File: src/rtl/gpio_protocol_rx.sv
// gpio_protocol_rx: receive side of the board-to-board GPIO nibble link.
// Synchronises the peer's lines and runs a four-phase req/ack handshake per
// nibble. It assembles the nibbles MSB-first into a word and offers each word
// through a valid/ready holding register. Stalled or broken frames are aborted
// and counted.
module gpio_protocol_rx #(
  parameter int NIBBLES     = 8,
  parameter int TIMEOUT     = 1000,
  parameter int SYNC_STAGES = 2
) (
  input  logic                   clock,
  input  logic                   reset,
  input  logic [3:0]             gpio_data,
  input  logic                   gpio_req,
  input  logic                   gpio_sof,
  input  logic                   gpio_state,
  output logic                   gpio_ack,
  output logic [4*NIBBLES-1:0]   word_out,
  output logic                   word_valid,
  input  logic                   word_ready,
  output logic                   peer_active,
  output logic                   err_pulse,
  output logic [7:0]             err_count
);

  localparam int WORD_W = 4 * NIBBLES;
  localparam int CNT_W  = $clog2(NIBBLES + 1);
  localparam int TMO_W  = $clog2(TIMEOUT + 1);

  localparam logic [CNT_W-1:0] CNT_ONE  = CNT_W'(1);
  localparam logic [CNT_W-1:0] CNT_LAST = CNT_W'(NIBBLES - 1);
  localparam logic [CNT_W-1:0] CNT_FULL = CNT_W'(NIBBLES);
  localparam logic [TMO_W-1:0] TMO_LAST = TMO_W'(TIMEOUT - 1);

  typedef enum logic [1:0] {
    ST_IDLE     = 2'd0,
    ST_ACK      = 2'd1,
    ST_WAIT_REQ = 2'd2,
    ST_DELIVER  = 2'd3
  } state_e;

  // Abort counter increment that sticks at its maximum.
  function automatic logic [7:0] sat_inc8(input logic [7:0] value);
    return (value == 8'hFF) ? value : value + 8'd1;
  endfunction

  // Synchroniser chains; stage 0 samples the pins, the last stage is used.
  logic [SYNC_STAGES-1:0][3:0] data_sync_q;
  logic [SYNC_STAGES-1:0]      req_sync_q;
  logic [SYNC_STAGES-1:0]      sof_sync_q;
  logic [SYNC_STAGES-1:0]      state_sync_q;
  logic                        req_prev_q;

  logic [3:0] data_s;
  logic       req_s;
  logic       sof_s;
  logic       state_s;

  // FSM and datapath registers.
  state_e             state_q;
  logic               ack_q;
  logic [WORD_W-1:0]  shift_q;
  logic [CNT_W-1:0]   nib_cnt_q;
  logic [TMO_W-1:0]   tmo_q;
  logic               pending_q;   // last nibble captured, ack held back
  logic [WORD_W-1:0]  word_q;
  logic               valid_q;
  logic               err_pulse_q;
  logic [7:0]         err_cnt_q;

  logic rise_s;
  logic out_free_s;
  logic abort_s;

  assign data_s  = data_sync_q[SYNC_STAGES-1];
  assign req_s   = req_sync_q[SYNC_STAGES-1];
  assign sof_s   = sof_sync_q[SYNC_STAGES-1];
  assign state_s = state_sync_q[SYNC_STAGES-1];

  // Move every peer line through its synchroniser and delay req for edge detect.
  always_ff @(posedge clock) begin
    if (reset) begin
      data_sync_q  <= '0;
      req_sync_q   <= '0;
      sof_sync_q   <= '0;
      state_sync_q <= '0;
      req_prev_q   <= 1'b0;
    end else begin
      data_sync_q[0]  <= gpio_data;
      req_sync_q[0]   <= gpio_req;
      sof_sync_q[0]   <= gpio_sof;
      state_sync_q[0] <= gpio_state;
      for (int i = 1; i < SYNC_STAGES; i++) begin
        data_sync_q[i]  <= data_sync_q[i-1];
        req_sync_q[i]   <= req_sync_q[i-1];
        sof_sync_q[i]   <= sof_sync_q[i-1];
        state_sync_q[i] <= state_sync_q[i-1];
      end
      req_prev_q <= req_s;
    end
  end

  // Request edge, output-slot availability and frame-abort decision.
  always_comb begin
    rise_s     = req_s & ~req_prev_q;
    out_free_s = ~valid_q | word_ready;
    abort_s    = 1'b0;
    case (state_q)
      ST_ACK, ST_WAIT_REQ: abort_s = ~state_s | (tmo_q == TMO_LAST);
      ST_DELIVER:          abort_s = ~state_s;
      default:             abort_s = 1'b0;
    endcase
  end

  // Handshake FSM with word assembly, delivery, timeout and error counting.
  always_ff @(posedge clock) begin
    if (reset) begin
      state_q     <= ST_IDLE;
      ack_q       <= 1'b0;
      shift_q     <= '0;
      nib_cnt_q   <= '0;
      tmo_q       <= '0;
      pending_q   <= 1'b0;
      word_q      <= '0;
      valid_q     <= 1'b0;
      err_pulse_q <= 1'b0;
      err_cnt_q   <= 8'd0;
    end else begin
      err_pulse_q <= 1'b0;
      // Consumer handshake; a DELIVER below overrides this with a fresh word.
      if (valid_q && word_ready) begin
        valid_q <= 1'b0;
      end
      if (abort_s) begin
        // Abort wins over any request edge seen in the same cycle.
        state_q     <= ST_IDLE;
        ack_q       <= 1'b0;
        shift_q     <= '0;
        nib_cnt_q   <= '0;
        tmo_q       <= '0;
        pending_q   <= 1'b0;
        err_pulse_q <= 1'b1;
        err_cnt_q   <= sat_inc8(err_cnt_q);
      end else begin
        case (state_q)
          ST_IDLE: begin
            ack_q     <= 1'b0;
            nib_cnt_q <= '0;
            tmo_q     <= '0;
            if (rise_s && sof_s && state_s) begin
              shift_q   <= {{(WORD_W-4){1'b0}}, data_s};
              nib_cnt_q <= CNT_ONE;
              ack_q     <= 1'b1;
              state_q   <= ST_ACK;
            end
          end
          ST_ACK: begin
            if (!req_s) begin
              ack_q   <= 1'b0;
              tmo_q   <= '0;
              state_q <= (nib_cnt_q == CNT_FULL) ? ST_DELIVER : ST_WAIT_REQ;
            end else begin
              tmo_q <= tmo_q + TMO_W'(1);
            end
          end
          ST_WAIT_REQ: begin
            if (pending_q) begin
              // Timer frozen while the consumer still owns the output slot.
              if (out_free_s) begin
                pending_q <= 1'b0;
                ack_q     <= 1'b1;
                tmo_q     <= '0;
                state_q   <= ST_ACK;
              end
            end else if (rise_s && sof_s) begin
              // New frame mid-word: restart with this nibble, count the loss.
              shift_q     <= {{(WORD_W-4){1'b0}}, data_s};
              nib_cnt_q   <= CNT_ONE;
              ack_q       <= 1'b1;
              tmo_q       <= '0;
              state_q     <= ST_ACK;
              err_pulse_q <= 1'b1;
              err_cnt_q   <= sat_inc8(err_cnt_q);
            end else if (rise_s) begin
              shift_q   <= {shift_q[WORD_W-5:0], data_s};
              nib_cnt_q <= nib_cnt_q + CNT_W'(1);
              if ((nib_cnt_q == CNT_LAST) && !out_free_s) begin
                pending_q <= 1'b1;
              end else begin
                ack_q   <= 1'b1;
                tmo_q   <= '0;
                state_q <= ST_ACK;
              end
            end else begin
              tmo_q <= tmo_q + TMO_W'(1);
            end
          end
          ST_DELIVER: begin
            word_q    <= shift_q;
            valid_q   <= 1'b1;
            nib_cnt_q <= '0;
            tmo_q     <= '0;
            state_q   <= ST_IDLE;
          end
          default: begin
            state_q   <= ST_IDLE;
            ack_q     <= 1'b0;
            nib_cnt_q <= '0;
            tmo_q     <= '0;
            pending_q <= 1'b0;
          end
        endcase
      end
    end
  end

  assign gpio_ack    = ack_q;
  assign word_out    = word_q;
  assign word_valid  = valid_q;
  assign peer_active = state_s;
  assign err_pulse   = err_pulse_q;
  assign err_count   = err_cnt_q;

endmodule

File: config.mk
export PLATFORM = sky130hd
export DESIGN_NAME = gpio_protocol_rx
export DESIGN_NICKNAME = d
export VERILOG_FILES = /design/src/rtl/gpio_protocol_rx.sv
export SDC_FILE = /design/constraint.sdc
export NUM_CORES = 1
export LEC_CHECK = 0
export BUFFER_PORTS_ARGS = -buffer_cell sky130_fd_sc_hd__buf_2
export CORE_UTILIZATION = 45
export DETAILED_ROUTE_END_ITERATION = 16
export GPL_TIMING_DRIVEN = 0
export PLACE_DENSITY = 0.68
export SLEW_MARGIN = 10
export SYNTH_ARGS = -nofsm -noshare
export SYNTH_HDL_FRONTEND = slang
export SYNTH_SLANG_ARGS = --single-unit
export TNS_END_PERCENT = 20
File: constraint.sdc
create_clock -name clock -period 2.8 [get_ports clock]
set_input_delay 0 -clock clock [delete_from_list [all_inputs] [get_ports clock]]
set_output_delay 0 -clock clock [all_outputs]
set_load 0.02 [all_outputs]
==> metrics <==
status=completed; HP Start=reset; overall die area=10100 um^2; post-place setup slack=172 ps; max-capacitance violation count=0; Yosys cell types=62; CTS H-tree lvls=3; syn_area_per_cell=8.44 um^2; placer's final routability congestion estimate=0.889; Root Driver=clkbuf_8; Critical Path Fanout Max=8; Reg2Reg Launch Point=state_q[0]; crit end category=flip-flop; hold slack=29.1 ps; Leak=1.86 nW; Synth async-reset ratio=0%; Longest Clk Path Bufs=2; clock skew=17.1 ps; largest net degree at the start of global routing=19; hpwl dp=7020 um; depth of the worst hold-timing path=3; drt drc=0; layout cells sized above 1=15.4%; io pins=54; Setup WS post-layout=230 ps; vias per cell=5.27; commonest non-fill, non-tap cell in the layout=nand2_1; worst slew pin tran=607 ps; CTS sink cnt=107; number of global-route vias before repair=3607; Total Routing Usage GR=21.4%; initial drt markers=297; number of synthesized flops with an enable pin=0; n_diodes=0; Die Span Y=101 um; Yosys top cell area share=48.9%; Seq/Total Area, Yosys=48.9%; Die Span X=101 um; Overflow after GRT=0; initial core utilization=46.9%; R2R cell count=7; cts bufs inserted=9; cell taking the most area after synthesis=dfxtp_1; first-pass GRT wire length=17000 um; most used flip-flop cell after synthesis=dfxtp_1; Final Cycle Share=91.8%; P&R area growth vs syn=15.9%; Fillers=902; top post-synthesis cells by area=dfxtp_1, nand2_1, a21oi_1, nand3_1, ha_1; yosys warns=0; Mapped Area=4380 um^2; Min-Delay Path Class=in -> reg; Total Neg Setup Slack=0 ps; reg-to-reg endpoint=err_count[6]; Avg WL per Cell=13.6 um; Pwr Density=511 nW/um^2; RSZ-0062 raised after global routing=false; Total Wirelength=9900 um; Clk pin slew, worst setup/hold paths=100 ps; Final Util=54.4%; critical path arrival=2830 ps; fmax=389 MHz; Layout Nets=611; initial antenna violation count=0; worst hold path endpoint=err_count[6]; max-slew violation count=0; syn nets=539; CTS tree=done; Hold Violations, Final=0; WS Path Type=reg -> reg; CP required=3060 ps; Worst setup SP type=flip-flop; Final Setup Violations=0; Post-DRT Antenna Nets=0; std cell rows=35; worst skew pair latency=370 ps; Tmin final=2570 ps; first-pass iteration count of the detailed router=4; register-to-register setup slack=230 ps; core area=9330 um^2; Vias=3824; Max VDD drop=0.313 mV; #FFs+latches synth=107; Buffers on Ports=53; Mapped Cells=519; relative slew slack=59.0%; commonest cells after routing, fill and taps aside=nand2_1, dfxtp_1, a21oi_1, buf_2, nand3_1
## metrics by stage
stage,std cells,instance area [um^2],power (mW)
final,725,5070,2.59
after global routing,725,5070,2.70
after CTS,725,5070,2.61
after detailed placement,701,4810,1.72
after global placement,701,4810,1.72
after floorplan,519,4380,1.68
## what timing repair did
action / CTS / global route
setup endpoints to repair: 0 / 27
hold endpoints to repair: 8 / 0
setup buffers: 0 / 0
resized for setup: 0 / 1
hold buffers: 8 / 0
## kinds of logic after synthesis
family                     count (synthesis)  synth area share [%]
and+or+nand+nor                          230                  25.8
muxes                                      4                 0.971
adders and majority gates                 10                  2.86
AOI/OAI and AO/OA                        130                  17.0
DFF                                      107                  48.9
buffers and inverters                     38                  4.40
## Yosys cell counts, drive strengths merged (3+ instances only)
library cell / n
a21oi: 81
and3: 5
buf: 12
clkbuf: 20
dfxtp: 107
ha: 10
inv: 4
nand2: 119
nand2b: 3
nand3: 35
nand3b: 3
nand4: 4
nand4b: 4
nor2: 13
nor2b: 19
nor3b: 3
nor4: 3
o21ai: 19
o22ai: 4
o31ai: 4
or3: 5
or4: 3
## critical path, stage by stage, from the launching register on
cell	delay, ps
dfxtp_1	480
inv_1	110
ha_1	360
nand4b_1	210
nor3_1	240
o221ai_1	300
nor4_1	380
mux2_2	370
## registers in the layout, indices dropped and copies added, names as in the netlist
name / count
shift_q: 32
word_out: 32
tmo_q: 10
err_count: 8
data_s: 4
data_sync_q: 4
nib_cnt_q: 4
req_sync_q: 2
sof_sync_q: 2
state_q: 2
state_sync_q: 2
err_pulse: 1
gpio_ack: 1
pending_q: 1
req_prev_q: 1
word_valid: 1
## worst max path at each step
stage / start / to / slack (ps)
floorplan: state_q[0] / err_count[1] / 620
global placement: state_q[0] / word_out[2] / 220
detailed placement: state_q[0] / word_out[10] / 170
CTS: state_q[0] / word_out[27] / 160
global route: state_q[0] / shift_q[26] / 4
finish: state_q[0] / err_count[6] / 230
## routing by layer
layer / vias up / part of all wire, % / global-route usage (%)
li1: 1954 / - / -
met1: 1778 / 48 / 29.1
met2: 82 / 46 / 35.0
met3: 10 / 4.2 / 3.12
met4: 0 / 1.3 / 6.80
met5: - / 0 / 0
## report_power, final
part | switching (mW) | internal, mW
clock network | 0.535 | 0.360
logic | 0.0958 | 0.0563
registers | 0.0101 | 1.53
total | 0.641 | 1.95
## layout make-up
class / instances / area (um^2) / share of cell area, %
multi-input combinational: 374 / 2050 / 40.4
clock buffer: 11 / 141 / 2.79
clock inverter: 5 / 42.5 / 0.838
timing repair buffer: 61 / 345 / 6.81
buffer: 33 / 174 / 3.43
inverter: 5 / 18.8 / 0.370
sequential: 107 / 2140 / 42.2
tap: 129 / 161 / 3.18
Power figures use the tool's default switching activity.
